**src/rtl/led_status_driver.sv**
```systemverilog
// LED status driver for the reaction-time tester: per-state LED patterns for N players,
// blink timebase, and a sequential fastest-player scan while in COMPARE.
module led_status_driver #(
   parameter int unsigned  NUM_PLAYERS    = 2,
   parameter int unsigned  TURN_W         = 3,
   parameter int unsigned  TIME_W         = 10,
   parameter int unsigned  LED_WIDTH      = 8,
   parameter int unsigned  CLK_HZ         = 12000000,
   parameter int unsigned  BLINK_HZ       = 2,
   parameter bit           LED_ACTIVE_LOW = 1'b0,
   localparam int unsigned PW             = (NUM_PLAYERS > 2) ? $clog2(NUM_PLAYERS) : 1
) (
   input  logic                          clk,
   input  logic                          rst,
   input  logic [2:0]                    machine_state,
   input  logic [PW-1:0]                 cur_player,
   input  logic [NUM_PLAYERS*TURN_W-1:0] test_turn,
   input  logic [NUM_PLAYERS*TIME_W-1:0] avr_react_time,
   output logic [LED_WIDTH-1:0]          led,
   output logic [PW-1:0]                 winner,
   output logic                          winner_valid,
   output logic                          tie
);

   localparam int unsigned HALF = CLK_HZ / (2 * BLINK_HZ);
   localparam int unsigned CW   = (HALF > 1) ? $clog2(HALF) : 1;
   localparam int unsigned POSW = (LED_WIDTH > 1) ? $clog2(LED_WIDTH) : 1;

   typedef enum logic [2:0] {
      StIdle, StWait, StClrCnt1, StStart, StStorage, StClrCnt2, StAverage, StCompare
   } state_e;

   state_e                 w_state;
   logic [2:0]             r_state;
   logic [CW-1:0]          r_cnt, w_cnt_d;
   logic                   r_phase, w_phase_d;
   logic [POSW-1:0]        r_pos, w_pos_d;
   logic                   w_changed;
   logic [PW-1:0]          w_sel;
   logic [TURN_W-1:0]      w_turn;
   logic [TURN_W:0]        w_bar_len;
   logic [LED_WIDTH-1:0]   w_bar, w_pat, r_led;
   logic [PW-1:0]          r_idx, r_best_idx, r_winner, w_nbest_idx;
   logic [TIME_W-1:0]      r_best_val, w_nbest_val, w_avr_idx;
   logic                   r_scan, r_scan_tie, r_valid, r_tie, w_ntie, w_entry, w_last;

   assign w_state   = state_e'(machine_state);
   assign w_changed = (machine_state != r_state);

   // Blink timebase; a state change restarts it as if fresh out of reset
   always_comb begin
      w_cnt_d   = r_cnt + CW'(1);
      w_phase_d = r_phase;
      w_pos_d   = r_pos;
      if (w_changed) begin
         w_cnt_d   = '0;
         w_phase_d = 1'b1;
         w_pos_d   = '0;
      end else if (r_cnt == CW'(HALF - 1)) begin
         w_cnt_d   = '0;
         w_phase_d = ~r_phase;
         w_pos_d   = (r_pos == POSW'(LED_WIDTH - 1)) ? '0 : r_pos + POSW'(1);
      end
   end

   assign w_sel     = (32'(cur_player) < NUM_PLAYERS) ? cur_player : '0;
   assign w_turn    = test_turn[w_sel*TURN_W +: TURN_W];
   assign w_bar_len = {1'b0, w_turn} + (TURN_W+1)'(1);

   always_comb begin
      w_bar = '0;
      for (int i = 0; i < LED_WIDTH; i++) begin
         w_bar[i] = (32'(i) < 32'(w_bar_len));
      end
   end

   // One compare step of the winner scan
   assign w_avr_idx = avr_react_time[r_idx*TIME_W +: TIME_W];
   assign w_entry   = w_changed && (w_state == StCompare);
   assign w_last    = (32'(r_idx) == NUM_PLAYERS - 1);

   always_comb begin
      w_nbest_idx = r_best_idx;
      w_nbest_val = r_best_val;
      w_ntie      = r_scan_tie;
      if (w_avr_idx < r_best_val) begin
         w_nbest_idx = r_idx;
         w_nbest_val = w_avr_idx;
         w_ntie      = 1'b0;
      end else if (w_avr_idx == r_best_val) begin
         w_ntie = 1'b1;
      end
   end

   // Pattern uses next-state phase/position so it lines up with the registered led
   always_comb begin
      w_pat = '0;
      unique case (w_state)
         StIdle:               w_pat[w_pos_d] = 1'b1;
         StWait, StClrCnt1:    w_pat = {LED_WIDTH{w_phase_d}};
         StStart:              w_pat = '1;
         StStorage, StClrCnt2: w_pat = w_bar;
         StAverage:            w_pat = w_bar & {LED_WIDTH{w_phase_d}};
         StCompare: begin
            if (r_valid) begin
               if (r_tie) w_pat = {LED_WIDTH{w_phase_d}};
               else       w_pat[r_winner] = w_phase_d;
            end
         end
      endcase
   end

   always_ff @(posedge clk or posedge rst) begin
      if (rst) begin
         r_state    <= 3'd0;
         r_cnt      <= '0;
         r_phase    <= 1'b1;
         r_pos      <= '0;
         r_led      <= {LED_WIDTH{LED_ACTIVE_LOW}};
         r_idx      <= '0;
         r_best_idx <= '0;
         r_best_val <= '0;
         r_winner   <= '0;
         r_scan     <= 1'b0;
         r_scan_tie <= 1'b0;
         r_valid    <= 1'b0;
         r_tie      <= 1'b0;
      end else begin
         r_state <= machine_state;
         r_cnt   <= w_cnt_d;
         r_phase <= w_phase_d;
         r_pos   <= w_pos_d;
         r_led   <= w_pat ^ {LED_WIDTH{LED_ACTIVE_LOW}};
         if (w_state != StCompare) begin
            r_scan  <= 1'b0;
            r_valid <= 1'b0;
            r_tie   <= 1'b0;
         end else if (w_entry) begin
            r_best_val <= avr_react_time[TIME_W-1:0];
            r_best_idx <= '0;
            r_scan_tie <= 1'b0;
            r_idx      <= PW'(1);
            r_scan     <= 1'b1;
            r_valid    <= 1'b0;
            r_tie      <= 1'b0;
         end else if (r_scan) begin
            r_best_val <= w_nbest_val;
            r_best_idx <= w_nbest_idx;
            r_scan_tie <= w_ntie;
            if (w_last) begin
               r_scan   <= 1'b0;
               r_valid  <= 1'b1;
               r_tie    <= w_ntie;
               r_winner <= w_nbest_idx;
            end else begin
               r_idx <= r_idx + PW'(1);
            end
         end
      end
   end

   assign led          = r_led;
   assign winner       = r_winner;
   assign winner_valid = r_valid;
   assign tie          = r_tie;

endmodule

```
**config.mk**
```make
export PLATFORM = sky130hd
export DESIGN_NAME = led_status_driver
export DESIGN_NICKNAME = d
export VERILOG_FILES = /design/src/rtl/led_status_driver.sv
export SDC_FILE = /design/constraint.sdc
export NUM_CORES = 1
export LEC_CHECK = 0
export CAP_MARGIN = 0
export CORE_AREA = 2 2 106 108
export DETAILED_ROUTE_END_ITERATION = 8
export DIE_AREA = 0 0 108 110
export HOLD_SLACK_MARGIN = 0.03
export PLACE_DENSITY_LB_ADDON = 0.08
export SYNTH_ARGS = -nofsm -noshare
export SYNTH_HDL_FRONTEND = slang
export SYNTH_SLANG_ARGS = --single-unit
```
**constraint.sdc**
```tcl
create_clock -name clk -period 4.3 [get_ports clk]
set_clock_uncertainty 0.1 [all_clocks]
set_input_delay 0.86 -clock clk [delete_from_list [all_inputs] [get_ports clk]]
set_output_delay 0.86 -clock clk [all_outputs]
set_load 0.02 [all_outputs]
```
======== Yosys cells after proc, flatten, opt, wreduce, memory -nomap -nowiden ========
Index checks and enable logic that the tools add are counted.
word-level totals
  flip-flop bits (word level) ............. 54
  bits in latches ......................... 0
  bits in writable memories ............... 0
  ROM bits ................................ 0
  input port bits ......................... 32
  output and inout port bits .............. 11
  memories kept ........................... 0
operators by class
  add/subtract/negate cells ............... 4
  multipliers ............................. 2
  div/mod/pow operators ................... 0
  order comparisons ....................... 13
  equality and inequality tests ........... 12
  shift-type cells ........................ 2
  multiplexer cells ....................... 39
  bitwise gates (word level) .............. 5
  reductions and logical operators ........ 14
operator list
  cell                                                         count
  case mux 8 bit (6 select lines)                              1
  two-way mux 22 bit                                           2
  two-way mux 10 bit                                           3
  two-way mux 1 bit                                            26
  adder 22 x 1 -> 22 bit (second input constant)               1
  equality test 22 bit (second input constant)                 1
  variable part select 20 x 6 -> 10 bit                        1
  less-than comparator 3 x 4 -> 1 bit (first input constant)   4
  two-way mux 8 bit                                            2
  equality test 3 bit (second input constant)                  5
  equality test 10 bit                                         1
  less-than comparator 10 bit                                  1
  two-way mux 3 bit                                            3
  AND 8 x 2 -> 8 bit                                           1
  AND 8 bit                                                    1
  less-than comparator 1 x 4 -> 1 bit (first input constant)   2
  less-than comparator 2 x 4 -> 1 bit (first input constant)   2
  equality test 3 x 2 -> 1 bit (second input constant)         2
  nonzero test 3 bit                                           2
  variable part select 6 x 4 -> 3 bit                          1
  adder 3 x 1 -> 4 bit (second input constant)                 1
  less-than comparator 1 x 4 -> 1 bit (second input constant)  1
  less-than comparator 3 x 4 -> 1 bit (second input constant)  1
  multiplier 1 x 3 -> 4 bit (second input constant)            1
  other kinds (18)                                             25

======== Logic depth before layout (Yosys ltp) ========
Gate-level depths: netlist of the first run.
  depth in word-level cells ............... 9
  mapped depth ............................ 11

======== Worst setup path after synthesis of the first run ========
OpenSTA, ideal clock, no wires.
  path type ............................... register to register
  start point ............................. reg r_idx
  end point ............................... reg r_best_val[1]
  library setup time ...................... 0.133 ns
  data arrival time ....................... 2.697 ns
  data required time ...................... 4.067 ns
  path slack .............................. 1.370 ns
  cell stages (with the launch flop) ...... 12
  period minus slack after synthesis ...... 2.930 ns
  cell sequence ........................... dfrtp_1 > clkbuf_1 > clkbuf_1 > mux2_2 > ha_1 > a21o_1 > a21oi_1 > nand3_1 > o21ai_0 > clkbuf_1 > a21oi_1 > a2bb2oi_1
between the ends
  cells in the longest elaborated chain, start to end .. 5
ends and longest elaborated chain
  what                                                                               line  RTL
  start: declaration                                                                 43    logic [PW-1:0] r_idx, r_best_idx, r_winner, w_nbest_idx;
  start signal: assignment                                                           156   r_idx <= r_idx + PW'(1);
  multiplier 1 x 3 -> 4 bit *                                                        78    assign w_avr_idx = avr_react_time[r_idx*TIME_W +: TIME_W];
  variable part select 20 x 6 -> 10 bit *                                            78
  less-than comparator 10 bit / two-way mux 10 bit (equally long branches)           86    if (w_avr_idx < r_best_val) begin
  nonzero test 2 bit (no source line) / two-way mux 10 bit (equally long branches)   --
  AND reduction 3 bit (no source line) / two-way mux 10 bit (equally long branches)  --
  end signal: assignment                                                             139   r_best_val <= avr_react_time[TIME_W-1:0];
  end signal: assignment                                                             147   r_best_val <= w_nbest_val;
  end: declaration                                                                   44    logic [TIME_W-1:0] r_best_val, w_nbest_val, w_avr_idx;
Mark *: on every way between the ends. The rest lies on a longest branch, timed or not. The select of a mux whose other input is x is not followed.
A chain may end at the register's enable or synchronous reset.

======== Final worst setup path of the first run ========
  start point ............................. in avr_react_time[8]
  end point ............................... reg r_best_val[4]
between the ends
  cells in the longest elaborated chain, start to end .. 4
ends and longest elaborated chain
  what                                                                               line  RTL
  start: declaration                                                                 18    input logic [NUM_PLAYERS*TIME_W-1:0] avr_react_time,
  variable part select 20 x 6 -> 10 bit *                                            78
  less-than comparator 10 bit / two-way mux 10 bit (equally long branches)           86
  nonzero test 2 bit (no source line) / two-way mux 10 bit (equally long branches)   --
  AND reduction 3 bit (no source line) / two-way mux 10 bit (equally long branches)  --
Marked as above.

==> impl_metrics.py, run 1 <==
metrics = {
    "sta": {
        "period_share_pct": 75.34,
        "period_minus_slack_ps": 3240,
        "hold_viol_final": 0,
        "maxSlewHeadroom_pct": 48.88,
        "max_freq_ghz": 0.3087,
        "setup_ws_ps": 1060,
        "setup_viol": 0,
        "rsz0062_at_grt": "false",
        "drv_slew": 0,
        "tightestPinTransition_ps": 765.7,
        "final.setup.tns_ps": 0,
    },
    "power": {
        "p_leak_nw": 1.613,
        "pwr-share-seq_pct": 48.6,
        "p_clk_share_pct": 30.6,
        "switchingPower_mw": 0.3084,
        "total_power_mw": 1.127,
        "pwr-share-comb_pct": 20.8,
        "p_sw_share_pct": 27.36,
        "power_density_nw_per_um2": 292.9,
        "peakVddDrop_uv": 126.5,
        "internal_power_mw": 0.8191,
    },
    "clocking": {
        "cts_buffers": 5,
        "cts_tree": "built",
        "clock_latency_ps": 310,
        "root_buffer": "clkbuf_8",
        "cts_buffer_depth": 2,
        "cts_resized": 0,
        "clk_pin_slew_ps": 100,
        "postCtsSetupBuffers": 0,
        "cts_sinks": 54,
        "htree_levels": 2,
        "cts.hold.buffers_added": 0,
    },
    "route": {
        "first_pass_iters": 6,
        "viasPerCell": 4.913,
        "ant_nets": 0,
        "routed_wl_um": 7203,
        "routed-via-count": 2555,
        "drt_iter0_markers": 170,
        "drc": 0,
        "wl_per_cell_um": 13.85,
    },
    "floorplanning": {
        "design.core.area_um2": 10700,
        "die_y_um": 110,
        "pin_count": 43,
        "num_rows": 38,
        "die_area_um2": 11880,
        "dieWidth_um": 108,
        "start_util_pct": 29.67,
    },
    "global_routing": {
        "grt.overflow.total": 0,
        "grt_start_max_net_pins": 34,
        "antenna_found_initial": 0,
        "track_usage_pct": 13.14,
        "grt_pass1_wl_um": 12360,
        "grt_pass1_vias": 2508,
    },
    "layout": {
        "final_cell_mix": "nor2_1, dfrtp_1, clkdlybuf4s50_1",
        "fin_cells": 520,
        "final_nets": 425,
        "fill_cells": 1104,
        "areaGrowthSynthToFinish_pct": 21.28,
        "drive_above_1_share_pct": 8.421,
        "finalInstanceArea_um2": 3850,
        "n_antenna_cell": 0,
    },
    "placed_design": {
        "place_area_um2": 3744,
        "finalWeightedCongestion": 0.8205,
        "place_ws_ps": 696.6,
        "port_buffers": 42,
        "dp_hpwl_um": 5197,
        "place_inst": 512,
    },
    "yosys": {
        "synthesis.nets": 386,
        "syn_area_um2": 3174,
        "synth_cell_types": 49,
        "synth-edff-count": 0,
        "syn-mean-instance-area_um2": 9.336,
        "synth_cells": 340,
        "yosys_warnings": 0,
        "synth_flop_cell": "dfrtp_1",
        "synth_async_sr_flop_share_pct": 100.0,
        "ys_seq_area_share_pct": 42.61,
        "ys_ff_latch": 54,
    },
    "worst_setup_path": {
        "reg2reg_from": "r_idx",
        "worst-path-max-fanout": 12,
        "worst-setup-path-type": "input pin to flip-flop",
        "critPathLaunch": "avr_react_time[8]",
        "cp.required_ps": 4440,
        "ff2ff_path_depth": 10,
        "rr_endpoint": "r_best_val[4]",
        "end_kind": "flip-flop",
        "r2r_slack_ps": 1110,
        "startpoint_type": "input pin",
        "crit_arrival_ps": 3380,
        "critical_path.endpoint": "r_best_val[4]",
    },
    "run": {
        "cap_violations": 0,
    },
    "hold_path": {
        "min_path_type": "flip-flop to flip-flop",
    },
    "run_status": {
        "status": "complete, no violations",
    },
}
-- power by group through the flow --
stage | Combinational (mW) | Clock, mW | Sequential (mW)
after floorplan | 0.138 | 0 | 0.566
after global placement | 0.238 | 0 | 0.558
after detailed placement | 0.238 | 0 | 0.558
after CTS | 0.239 | 0.356 | 0.549
after global routing | 0.268 | 0.376 | 0.551
final | 0.235 | 0.345 | 0.548
-- synth_stat cells (all sizes together), types with 2 or more instances --
cell,count,share of area [%]
dfrtp,53,42
nor2,53,6.3
nand2,23,2.7
nand3,19,3.0
a21oi,18,2.8
inv,18,2.1
clkbuf,15,1.8
ha,14,5.5
xor2,14,3.9
mux2,11,3.9
a2bb2oi,10,2.8
and3,10,2.0
xnor2,9,2.5
nand4,6,1.2
a31oi,5,0.99
nand2b,5,0.99
o21ai,5,0.79
o221ai,5,1.4
mux2i,4,1.4
nor2b,4,0.79
a211oi,3,0.87
and4,3,0.83
nor3,3,0.47
nor4,3,1.1
a21o,2,0.47
and2,2,0.47
nor3b,2,0.47
nor4b,2,0.55
o2111ai,2,0.55
o211ai,2,0.47
o21bai,2,0.47
-- worst max-delay path, stage by stage --
cell	delay (ps)
clkdlybuf4s50_1	410
mux2_2	280
ha_1	300
a21o_1	190
a21oi_1	250
nand3_1	100
o21ai_0	150
buf_4	220
o21ai_0	210
buf_4	250
a2bb2oi_1	160
-- layout make-up --
class	instances	area [um2]	share of cell area [%]
Sequential cell	54	1353	35.13
Timing Repair Buffer	48	465.4	12.09
Inverter	18	67.56	1.755
Clock buffer	7	76.32	1.982
Multi-Input combinational cell	252	1683	43.71
Clock inverter	1	30.03	0.7800
Tap cell	140	175.2	4.550
-- worst min-delay path by stage --
stage	slack (ps)	endpoint	startpoint	depth (start not counted)
floorplan	360	r_scan_tie	r_scan_tie	1
global placement	380	r_scan_tie	r_scan_tie	1
detailed placement	380	r_scan_tie	r_scan_tie	1
CTS	410	r_scan_tie	r_scan_tie	1
global route	450	r_scan_tie	r_scan_tie	1
finish	410	r_scan_tie	r_scan_tie	1
-- kinds of logic after synthesis --
| kind of cell | share of synthesized area, % |
|---|---|
| buffers and inverters | 4.375 |
| flip-flops | 42.61 |
| AND/OR/NAND/NOR | 21.99 |
| adder cells (fa/ha/maj) | 5.518 |
| XOR/XNOR | 6.346 |
| AO/OA/AOI/OAI | 13.87 |
| multiplexers | 5.282 |
-- flip-flops by register name, summed over array words and instances (netlist names), 3 cells and up --
name,cells
r_pos,3
r_best_val,10
r_state,3
r_cnt,22
led,8
-- per-layer routing --
| metal | up-vias | global-route usage (%) | part of all wire (%) |
|---|---|---|---|
| met4 | 0 | 3.297 | 0.86 |
| met2 | 45 | 22.24 | 48 |
| met3 | 6 | 2.352 | 3.2 |
| met5 | - | 0 | 0 |
| met1 | 1224 | 17.48 | 48 |
| li1 | 1280 | - | - |
-- per-stage QoR --
stage                     util (%)  hold WS, ps
after floorplan                  -        356.8
after global placement       34.99        380.2
after detailed placement     34.99        383.4
after CTS                    35.99        407.9
after global routing         35.99        448.2
final                        35.99        407.8
Note: power is estimated with default switching activity, not from simulation.
==> run 2, diff against run 1 <==
Clock period 4.3 ns to 2.8 ns, I/O delays scaled along.
==> run 2 against run 1 <==
Register-to-register slack got worse by 880 ps; clock power up 33%; non-clock buffer count is 21 higher; critical endpoint is now led[3]; largest cell class unchanged; highest routed layer unchanged.
==> impl_metrics.py, run 2 (synthesis gave the netlist of run 1 again) <==
metrics = {
    "clocking": {
        "root_buffer": "clkbuf_8",
        "cts_sinks": 54,
        "clock_latency_ps": 310,
        "cts_tree": "built",
        "clk_pin_slew_ps": 100,
        "cts_buffers": 5,
        "htree_levels": 2,
        "cts.hold.buffers_added": 0,
        "cts_buffer_depth": 2,
    },
    "route": {
        "routed_wl_um": 7293,
        "first_pass_iters": 4,
        "routed-via-count": 2602,
        "drc": 0,
        "ant_nets": 0,
        "wl_per_cell_um": 13.48,
        "drt_iter0_markers": 87,
        "viasPerCell": 4.810,
    },
    "sta": {
        "final.setup.tns_ps": 0,
        "period_share_pct": 91.62,
        "setup_viol": 0,
        "hold_viol_final": 0,
        "period_minus_slack_ps": 2565,
        "tightestPinTransition_ps": 465.5,
        "maxSlewHeadroom_pct": 68.97,
        "setup_ws_ps": 234.6,
        "max_freq_ghz": 0.3898,
        "rsz0062_at_grt": "false",
        "drv_slew": 0,
    },
    "layout": {
        "multi_input_area_um2": 1687,
        "regMostFlops": "r_cnt",
        "largest_reg_flops": 22,
        "final_common_cell": "nor2_1",
        "drive_above_1_share_pct": 13.97,
        "final_cell_mix": "nor2_1, dfrtp_1, clkdlybuf4s50_1",
        "fill_cells": 1105,
        "fin_cells": 541,
        "final_nets": 446,
        "areaGrowthSynthToFinish_pct": 26.33,
        "n_antenna_cell": 0,
        "seqCellArea_um2": 1354,
    },
    "global_routing": {
        "grt.overflow.total": 0,
        "antenna_found_initial": 0,
        "busiest_layer": "met2",
        "grt_pass1_vias": 2662,
        "grt_pass1_wl_um": 12450,
        "met2_usage_pct": 23.81,
        "use_met3_pct": 2.116,
        "track_usage_pct": 13.05,
        "grt_start_max_net_pins": 55,
        "met1_usage_pct": 16.41,
    },
    "power": {
        "power_density_nw_per_um2": 424.5,
        "peakVddDrop_uv": 205.9,
        "p_leak_nw": 1.713,
    },
    "worst_setup_path": {
        "critPathMaxStageDelay_ps": 520,
        "end_kind": "flip-flop",
        "worst-path-max-fanout": 7,
        "startpoint_type": "flip-flop",
        "worst-setup-path-type": "flip-flop to flip-flop",
        "crit_chain": "or4_4 > nor4_4 > buf_4 > and4_1 > nor2_1 > a211oi_2 > o221ai_1",
        "cp.required_ps": 2840,
        "crit_arrival_ps": 2610,
        "crit_path_top_delay_cell": "or4_4",
    },
    "placed_design": {
        "place_ws_ps": -171.6,
        "finalWeightedCongestion": 0.8067,
        "dp_hpwl_um": 5300,
        "port_buffers": 42,
        "place_inst": 533,
    },
    "floorplanning": {
        "pin_count": 43,
        "design.core.area_um2": 10700,
        "die_y_um": 110,
        "dieWidth_um": 108,
        "die_area_um2": 11880,
        "num_rows": 38,
        "start_util_pct": 29.67,
    },
    "hold_path": {
        "min_path_type": "flip-flop to flip-flop",
    },
    "run_status": {
        "status": "complete, no violations",
    },
    "run": {
        "cap_violations": 0,
    },
}
[run 2: metal layers]
| metal | wire (um) | part of all wire [%] | up-vias |
|---|---|---|---|
| met5 | 0 | 0 | - |
| met4 | 27 | 0.37 | 0 |
| met3 | 197 | 2.7 | 2 |
| met2 | 3651 | 50 | 36 |
| met1 | 3416 | 47 | 1247 |
| li1 | - | - | 1317 |
[run 2: path summary, 6_finish.rpt]
kind / from / endpoint / slack (ps) / cells after the start
worst max-delay path: r_cnt[13] / led[3] / 230 / 7
worst min-delay path: r_scan_tie / r_scan_tie / 400 / 1
worst max register to register: r_cnt[13] / led[3] / 230 / 7
worst min register to register: r_scan_tie / r_scan_tie / 400 / 1
max in group asynchronous: rst / r_phase / 1800 / 3
min in group asynchronous: rst / r_best_val[9] / 520 / 3
[run 2: cell type report]
class / instances / share of cell area, %
Multi-Input combinational cell: 252 / 42.06
Timing Repair Buffer: 69 / 15.85
Tap cell: 140 / 4.368
Clock inverter: 1 / 0.1248
Sequential cell: 54 / 33.76
Inverter: 18 / 1.685
Clock buffer: 7 / 2.153
[run 2: repair_timing]
item / 4_1_cts / 5_1_grt
resized for setup: 0 / 3
endpoints found under the setup margin: 0 / 12
buffers inserted: 0 / 0
[run 2: metrics by stage]
stage / instance area (um2) / utilization [%] / hold WS [ps] / total power, mW
3_5_place_dp: 3914 / 36.58 / 376.3 / 1.261
5_1_grt: 4010 / 37.49 / 436.3 / 1.804
2_1_floorplan: 3178 / - / 356.8 / 1.081
4_1_cts: 4005 / 37.44 / 403.4 / 1.731
3_3_place_gp: 3914 / 36.58 / 373.3 / 1.261
6_report: 4010 / 37.49 / 400.6 / 1.702
[run 2: critical path: cells and delay by family (launching register included)]
| family | cells | cell delay (ps) |
|---|---|---|
| flip-flops | 1 | 480 |
| AO/OA/AOI/OAI | 2 | 640 |
| buffers and inverters | 1 | 190 |
| AND/OR/NAND/NOR | 4 | 970 |
[run 2: report_power, final]
part	leakage (nW)	switching, mW	internal, mW
clock	0.0482	0.260	0.201
sequential	0.679	0.0166	0.824
combinational	0.986	0.202	0.199
total	1.71	0.478	1.22
